===== src/rtl/instruction_pkg.sv =====
`default_nettype none
// +--------------------------------------------------------------------------+
// | Module  : instruction_pkg                                                |
// | Brief   : Shared fetch FSM state type and fetch reset constants.         |
// | Rev     : 1.0 - initial release                                          |
// +--------------------------------------------------------------------------+
package instruction_pkg;

   typedef enum logic [1:0] {
      BOOT  = 2'd0,
      RUN   = 2'd1,
      FLUSH = 2'd2
   } fetch_state_e;

   localparam logic [31:0] FETCH_RESET_PC = 32'h0000_0000;
   localparam int          FETCH_ENTRY_W  = 64;

endpackage
`default_nettype wire


===== src/rtl/fetch_fifo.sv =====
`default_nettype none
// +--------------------------------------------------------------------------+
// | Module  : fetch_fifo                                                     |
// | Brief   : Power-of-two fetch buffer holding {pc, inst} entries.          |
// | Rev     : 1.0 - initial release                                          |
// +--------------------------------------------------------------------------+
module fetch_fifo #(
   parameter int DEPTH = 2,
   parameter int WIDTH = 64
) (
   input  logic                       clk,
   input  logic                       reset,
   input  logic                       flush,
   input  logic                       push,
   input  logic [WIDTH-1:0]           push_data,
   input  logic                       pop,
   output logic [WIDTH-1:0]           head_data,
   output logic [$clog2(DEPTH):0]     count,
   output logic                       empty
);
   localparam int AW = $clog2(DEPTH);
   localparam int CW = AW + 1;
   localparam logic [CW-1:0] c_depth = CW'(DEPTH);

   logic [WIDTH-1:0] r_mem [DEPTH];
   logic [AW-1:0]    r_rd_ptr;
   logic [AW-1:0]    r_wr_ptr;
   logic [CW-1:0]    r_count;
   logic             w_push;
   logic             w_pop;

   // Flush wins over any same-cycle push/pop.
   assign w_push    = push & ~flush & (r_count != c_depth);
   assign w_pop     = pop  & ~flush & (r_count != '0);
   assign head_data = r_mem[r_rd_ptr];
   assign count     = r_count;
   assign empty     = (r_count == '0);

   always_ff @(posedge clk) begin
      if (reset || flush) begin
         r_rd_ptr <= '0;
         r_wr_ptr <= '0;
         r_count  <= '0;
      end else begin
         if (w_push) r_wr_ptr <= r_wr_ptr + AW'(1);
         if (w_pop)  r_rd_ptr <= r_rd_ptr + AW'(1);
         r_count <= r_count + CW'(w_push) - CW'(w_pop);
      end
   end

   always_ff @(posedge clk) begin
      if (w_push) r_mem[r_wr_ptr] <= push_data;
   end

endmodule
`default_nettype wire


===== src/rtl/instruction_fetch.sv =====
`default_nettype none
// +--------------------------------------------------------------------------+
// | Module  : instruction_fetch                                              |
// | Brief   : Credit-based instruction fetch with redirect flush; optional   |
// |           same-cycle response bypass enabled by FETCH_BYPASS_EN.         |
// | Rev     : 1.0 - initial release                                          |
// +--------------------------------------------------------------------------+
module instruction_fetch
   import instruction_pkg::*;
#(
   parameter logic [31:0] RESET_PC   = FETCH_RESET_PC,
   parameter int          FIFO_DEPTH = 2
) (
   input  logic        clk,
   input  logic        reset,
   output logic        imem_req_o,
   output logic [31:0] imem_addr_o,
   input  logic        imem_gnt_i,
   input  logic        imem_rvalid_i,
   input  logic [31:0] imem_rdata_i,
   output logic        inst_v_o,
   output logic [31:0] inst_o,
   output logic [31:0] pc_o,
   input  logic        inst_rdy_i,
   input  logic        pc_v_x,
   input  logic [31:0] pc_x
);
   localparam int CW = $clog2(FIFO_DEPTH) + 1;
   localparam logic [CW:0] c_depth = (CW+1)'(FIFO_DEPTH);

   fetch_state_e r_state;
   fetch_state_e w_state_next;
   logic [31:0]  r_fetch_pc;
   logic [CW-1:0] r_outstanding;
   logic [CW-1:0] r_discard_cnt;
   logic [CW-1:0] w_discard_next;
   logic [CW-1:0] w_fifo_count;
   logic [31:0]  w_rsp_pc;
   logic [FETCH_ENTRY_W-1:0] w_head;
   logic w_rsp, w_grant, w_credit, w_push, w_pop, w_bypass, w_fifo_empty;
   logic w_unused_pc_lsb;

   assign w_unused_pc_lsb = ^pc_x[1:0];

   // Responses with nothing outstanding (pre-reset traffic) are ignored.
   assign w_rsp          = imem_rvalid_i & (r_outstanding != '0);
   assign w_discard_next = r_outstanding - CW'(w_rsp);
   assign w_credit       = ({1'b0, r_outstanding} + {1'b0, w_fifo_count}) < c_depth;
   // Responses return in order, so the oldest outstanding address is behind fetch_pc.
   assign w_rsp_pc       = r_fetch_pc - (32'(r_outstanding) << 2);
   assign imem_addr_o    = r_fetch_pc;
   assign w_grant        = imem_req_o & imem_gnt_i;

   always_comb begin
      w_state_next = r_state;
      imem_req_o   = 1'b0;
      if (pc_v_x) begin
         w_state_next = (w_discard_next != '0) ? FLUSH : RUN;
      end else begin
         case (r_state)
            BOOT:    w_state_next = RUN;
            RUN:     imem_req_o   = w_credit;
            FLUSH:   if (w_rsp && (r_discard_cnt == CW'(1))) w_state_next = RUN;
            default: w_state_next = BOOT;
         endcase
      end
   end

`ifdef FETCH_BYPASS_EN
   assign w_bypass = (r_state == RUN) & w_rsp & w_fifo_empty & inst_rdy_i & ~pc_v_x;
`else
   assign w_bypass = 1'b0;
`endif

   assign w_push   = (r_state == RUN) & w_rsp & ~pc_v_x & ~w_bypass;
   assign inst_v_o = (~w_fifo_empty | w_bypass) & ~pc_v_x;
   assign inst_o   = w_bypass ? imem_rdata_i : w_head[31:0];
   assign pc_o     = w_bypass ? w_rsp_pc     : w_head[63:32];
   assign w_pop    = inst_v_o & inst_rdy_i & ~w_bypass;

   always_ff @(posedge clk) begin
      if (reset) begin
         r_state       <= BOOT;
         r_fetch_pc    <= RESET_PC;
         r_outstanding <= '0;
         r_discard_cnt <= '0;
      end else begin
         r_state       <= w_state_next;
         r_outstanding <= r_outstanding + CW'(w_grant) - CW'(w_rsp);
         if (pc_v_x)       r_fetch_pc <= {pc_x[31:2], 2'b00};
         else if (w_grant) r_fetch_pc <= r_fetch_pc + 32'd4;
         if (pc_v_x)
            r_discard_cnt <= w_discard_next;
         else if ((r_state == FLUSH) && w_rsp)
            r_discard_cnt <= r_discard_cnt - CW'(1);
      end
   end

   fetch_fifo #(
      .DEPTH (FIFO_DEPTH),
      .WIDTH (FETCH_ENTRY_W)
   ) u_fetch_fifo (
      .clk       (clk),
      .reset     (reset),
      .flush     (pc_v_x),
      .push      (w_push),
      .push_data ({w_rsp_pc, imem_rdata_i}),
      .pop       (w_pop),
      .head_data (w_head),
      .count     (w_fifo_count),
      .empty     (w_fifo_empty)
   );

endmodule
`default_nettype wire


===== config.mk =====
export PLATFORM = sky130hd
export DESIGN_NAME = instruction_fetch
export DESIGN_NICKNAME = d
export VERILOG_FILES = /design/src/rtl/instruction_pkg.sv /design/src/rtl/fetch_fifo.sv /design/src/rtl/instruction_fetch.sv
export SDC_FILE = /design/constraint.sdc
export NUM_CORES = 1
export LEC_CHECK = 0
export CORE_UTILIZATION = 50
export CTS_CLUSTER_SIZE = 16
export DETAILED_ROUTE_END_ITERATION = 10
export PLACE_DENSITY = 0.78
export SLEW_MARGIN = 20
export SYNTH_ARGS = -nofsm -noshare
export SYNTH_HDL_FRONTEND = slang
export SYNTH_HIERARCHICAL = 1
export SYNTH_SLANG_ARGS = --single-unit

===== constraint.sdc =====
create_clock -name clk -period 10.3 [get_ports clk]
set_input_delay 2.06 -clock clk [delete_from_list [all_inputs] [get_ports clk]]
set_output_delay 2.06 -clock clk [all_outputs]
set_load 0.01 [all_outputs]

## Word level (Yosys, flattened, before mapping)

Memory sizes are Yosys's and may differ from the RTL's. A register that Yosys moved wholly into a read port is not among the register bits.
Cells that the tools add are included.

| word-level totals | value |
|---|---|
| memories | 1 |
| bits in registers | 42 |
| word-level logic and storage cells | 65 |
| output and inout bits | 98 |
| memory bits (writable) | 128 |
| input bits | 70 |

| operators by class | value |
|---|---|
| add/subtract/negate cells | 11 |
| equal/unequal tests | 6 |
| bitwise gates (word level) | 12 |
| order comparisons | 1 |
| mux-type cells | 14 |
| reduce and logical (&&, ||, !) cells | 12 |

Memories:

| name | words | width | rd ports | clocked after Yosys merged registers in | wr ports | line | source |
|---|---|---|---|---|---|---|---|
| u_fetch_fifo.r_mem | 2 | 64 | 1 | 1 | 1 | fetch_fifo.sv:25 | `logic [WIDTH-1:0] r_mem [DEPTH];` |

Operator list:

| kind | number |
|---|---|
| 32-bit 2-to-1 mux | 2 |
| 32-bit by 3-bit adder with 32-bit output, second input constant | 1 |
| 32-bit by 4-bit subtractor with 32-bit output | 1 |
| 1-bit bitwise AND | 10 |
| 2-bit 2-to-1 mux | 5 |
| 2-bit nonzero test | 5 |
| 1-bit 2-to-1 mux | 6 |
| 2-bit one-hot mux with 3 select lines | 1 |
| 2-bit by 1-bit subtractor with 2-bit output | 3 |
| 2-bit by 1-bit adder with 2-bit output | 2 |
| 2-bit by 1-bit equality test with 1-bit output, second input constant | 2 |
| 2-bit zero test | 2 |
| 2-bit inequality test, second input constant | 2 |
| 2-bit by 2-bit adder with 3-bit output | 1 |
| 3-bit by 2-bit < comparator with 1-bit output, second input constant | 1 |
| 3-bit inequality test, second input constant | 1 |
| 1-bit adder, second input constant | 2 |
| 2-bit equality test, second input constant | 1 |
| 1-bit logical AND | 2 |
| 1-bit inverter | 2 |
| 2-bit AND reduction | 1 |
| 2-bit OR reduction | 1 |
| 2-bit by 1-bit subtractor with 2-bit output, second input constant | 1 |
| 1-bit logical OR | 1 |

## Depth between registers and ports, before layout

| logic depth | value |
|---|---|
| depth in word-level cells | 8 |
| gate-level depth with buffers | 12 |
| mapped depth without buffers | 11 |

## Hierarchy

Netlist, hierarchy kept.

By module, submodules not included:

| module | sequential area each (um^2) | cells each | area each (um^2) | times used |
|---|---|---|---|---|
| fetch_fifo | 3,943.8 | 228 | 5,124.9 | 1 |
| instruction_fetch | 720.7 | 385 | 2,870.3 | 1 |

## Worst setup path before layout

Ideal clock, no wire load.

| path | value |
|---|---|
| path kind | input to register |
| from | input pc_v_x |
| to | memory u_fetch_fifo.r_mem[1][0], enable pin |
| path buffers | 2 |
| setup slack | 2.254 ns |
| data required time | 9.722 ns |
| data arrival time | 7.468 ns |
| library setup time | 0.578 ns |
| cell stages on the path | 5 |
| cells stage by stage | clkbuf_1 clkbuf_1 nor3b_1 o21ai_2 nor3b_1 |

| on the way | value |
|---|---|
| longest elaborated chain between the ends | 6 |

RTL lines:

| item | line | source |
|---|---|---|
| from (decl) | instruction_fetch.sv:25 | `input logic pc_v_x,` |
| 1-bit inverter | instruction_fetch.sv:75 | `assign w_push = (r_state == RUN) & w_rsp & ~pc_v_x & ~w_bypass;` |
| 1-bit bitwise AND | instruction_fetch.sv:75 |  |
| via w_push | instruction_fetch.sv:40 | `logic w_rsp, w_grant, w_credit, w_push, w_pop, w_bypass, w_fifo_empty;` |
| 1-bit bitwise AND (2 in series) | fetch_fifo.sv:33 | `assign w_push = push & ~flush & (r_count != c_depth);` |
| 1-bit 2-to-1 mux | fetch_fifo.sv:52 | `if (w_push) r_mem[r_wr_ptr] <= push_data;` |
| 1-bit 2-to-1 mux (not written as such) | fetch_fifo.sv:52 |  |
| to (decl) | fetch_fifo.sv:25 |  |

The timed path passes the listed nets, and every way through them passes these cells.

## Worst setup path after layout

| path | value |
|---|---|
| from | input pc_v_x |
| to | output imem_req_o |

| on the way | value |
|---|---|
| longest elaborated chain between the ends | 1 |

RTL lines:

| item | line | source |
|---|---|---|
| 1-bit 2-to-1 mux | instruction_fetch.sv:57 | `if (pc_v_x) begin` |
| to (decl) | instruction_fetch.sv:16 | `output logic imem_req_o,` |

No other way between the ends.

==> metrics.md <==
| Metric | Value |
|---|---|
| Outcome | `complete, no violations` |
| Synth top area share | `48.08%` |
| Fin. Hold Viols | `0` |
| Area of the die | `~16000 µm²` |
| DRT Wirelength | `between 15000 and 20000 µm` |
| Critical Path End Type | `output port` |
| CTS Hold Buffers Added | `0` |
| FMAX | `approximately 0.16 GHz` |
| Ports | `approximately 170` |
| Core area | `around 15000 µm²` |
| Initial antenna violation count | `0` |
| RSZ-0062 raised after global routing | `false` |
| Largest cells by area after synthesis | `edfxtp_1 (48%), mux2_4 (11%), dfxtp_1 (10%), xnor2_1 (2.5%), xor2_1 (2.0%)` |
| Reg2reg end | `r_outstanding[1]` |
| Mapped cell area | `around 8000 µm²` |
| CTS tree | `done` |
| Sequential area share after synthesis | `58.34%` |
| Iter 0 DRT Violations | `roughly 570` |
| Power per cell area | `155.0 nW/µm²` |
| Setup crit start kind | `primary input` |
| Worst R2R Start | `u_fetch_fifo/count[0]` |
| CTS clk-pin slew, worst paths | `0.07 ns` |
| Yosys reg bits | `around 170` |
| Max-cap check violation count | `0` |
| Die Wd | `128.5 µm` |
| Final worst path period share | `60.64%` |
| Vias in the first global route | `~5500` |
| Via count | `between 5000 and 6000` |
| Hold path depth | `2` |
| Flop-to-flop setup slack | `~6.2 ns` |
| Synthesis-to-layout area growth | `28.65%` |
| Cell area after placement | `~9700 µm²` |
| Distinct cell type count of the synthesized netlist | `a little under 60` |
| Post-CTS Setup Bufs | `0` |
| Chip height | `approximately 130 µm` |
| Remaining routing DRC violations | `0` |
| First-pass GRT wire length | `roughly 27000 µm` |
| Yosys warnings | `6` |
| Hold_sp | `u_fetch_fifo/r_wr_ptr` |
| Setup TNS | `0 ns` |
| Antenna-violating nets left | `0` |
| WS Path Type | `primary input to output port` |
| Filler cell count | `1131` |
| GRT Util Overall | `21.61%` |
| GP Congestion | `0.8479` |
| Fin area | `between 10000 and 15000 µm²` |
| Required time of the critical path | `~8.2 ns` |
| Crit path DAT | `roughly 4.2 ns` |
| Detailed Routing Iterations Pass 1 | `5` |
| Remaining Overflow, GRT | `0` |
| Critical Path Fanout Max | `50` |
| Hold WC Path Type | `flop to flop` |
| DR WL/cell | `roughly 18 µm` |
| Worst clock skew | `approximately 0.011 ns` |
| Fin nets | `between 800 and 900` |
| Starting Density | `around half` |
| Worst-Margin Slew | `0.9650 ns` |
| Share of layout cells above drive strength 1 | `between 10% and 20%` |
| Num rows | `45` |
| Clock Sinks | `between 150 and 200` |
| Rel. slew slack | `35.43%` |
| Final setup viols | `0` |
| Root buffer cell | `clkbuf_16` |
| Syn Area/Cell | `13.04 µm²` |
| H-tree depth | `4` |
| Synth Instances | `around 610` |
| Post-DP HPWL | `12220 µm` |
| Port Buffers | `about 160` |
| Critical Path Start | `pc_v_x` |
| Num CTS Buffers | `17` |
| Hold path endpoint | `u_fetch_fifo/r_wr_ptr` |
| DR vias/cell | `5.571` |
| Largest net degree at the start of global routing | `65` |
| Worst r2r path cells | `11` |
| Max-slew violations | `0` |
| Largest area contributor in the netlist | `edfxtp_1` |
| Post-synth EDFFs | `around 130` |
| Post_cts resized | `0` |
| Peak VDD IR | `~0.13 mV` |
| Antenna diode count | `0` |
| CTS max path bufs | `2` |
| Dominant synthesized flop cell | `edfxtp_1` |
| Commonest non-fill, non-tap cell in the layout | `clkdlybuf4s50_1` |
| Later-pin clock latency in the skew report | `0.42 ns` |
| Post-synth ARST share | `0%` |
| Commonest non-fill, non-tap cells in the layout | `clkdlybuf4s50_1 (163), edfxtp_1 (128), mux2_4 (60), nand2_1 (41), dfxtp_1 (40)` |
| P_leak | `0.003657 µW` |
| Fin crit period | `between 6 and 7 ns` |
==> per-stage QoR <==
stage                     util, %  total power [µW]  hold slack (ns)  instances  worst slack, ns
after global placement      63.07             993.8           0.4783        957            4.131
after global routing        66.67              1651           0.5480        988            3.942
final                       66.67              1594           0.5223        988            4.054
after floorplan                 -             919.6           0.4555        618            2.254
after CTS                   66.67              1601           0.5188        988            4.079
after detailed placement    63.07              1005           0.5058        957            4.089
==> report_power, final <==
group / leakage, µW / internal (µW) / switching (µW)
registers: 0.00150 / 762 / 27.7
logic: 0.00189 / 98.3 / 105
clock network: 0.000271 / 352 / 249
==> per-layer routing <==
layer / share of wire, % / vias up / global-route usage, %
met5: 0 / - / 0
met4: 2.4 / 0 / 9.412
met3: 8.0 / 33 / 4.990
met2: 50 / 260 / 37.11
met1: 40 / 2647 / 26.06
li1: - / 2564 / -
==> kinds of logic (layout without fill, tap and decap cells) <==
group,Yosys count,in the layout,synth area share (%)
simple gates,178,178,12.41
flops,169,169,58.34
compound gates,82,82,6.291
mux,67,67,12.24
buf+inv,63,222,4.069
xor+xnor,42,42,4.695
fa+ha+maj,11,11,1.909
other cells,1,6,0.04690
==> how the worst max path moves through the flow <==
| stage | slack, ns | depth (start not counted) | endpoint |
|---|---|---|---|
| 2_1_floorplan | 2.25 | 5 | u_fetch_fifo/r_mem[1][0] |
| 3_3_place_gp | 4.13 | 5 | imem_req_o |
| 3_5_place_dp | 4.09 | 5 | imem_req_o |
| 4_1_cts | 4.08 | 5 | imem_req_o |
| 5_1_grt | 3.94 | 5 | imem_req_o |
| 6_report | 4.05 | 5 | imem_req_o |
==> flip-flops by register name, summed over array words and instances, names as in the netlist, named ones only <==
name                   flops
u_fetch_fifo/r_rd_ptr      1
u_fetch_fifo/r_mem       128
imem_addr_o               30
u_fetch_fifo/count         2
r_outstanding              2
u_fetch_fifo/r_wr_ptr      1
r_discard_cnt              2
r_state                    2
==> Yosys cell counts, types with 13 or more instances <==
library cell	instances
a21oi_1	24
clkbuf_1	19
nor2_1	33
edfxtp_1	128
dfxtp_1	41
xnor2_1	23
xor2_1	18
o21ai_0	17
a31oi_1	15
mux2_4	60
inv_1	21
nor3_1	20
nand4_1	13
nand2_1	41
==> final cells by class <==
class,instances,area (µm²),area share (%)
multi-input cells,386,3034,29.50
clock inverters,14,131.4,1.277
repair buffers,170,1684,16.37
well taps,211,264.0,2.567
flip-flops and latches,169,4668,45.38
inverters,21,78.83,0.7663
clock buffers,17,425.4,4.136
==> worst max-delay path, stage by stage <==
cell	delay, ns
clkdlybuf4s50_1	0.45
buf_4	0.43
inv_1	0.48
and2_1	0.28
clkdlybuf4s50_1	0.47
No activity file was read; power rests on OpenSTA's default activity.
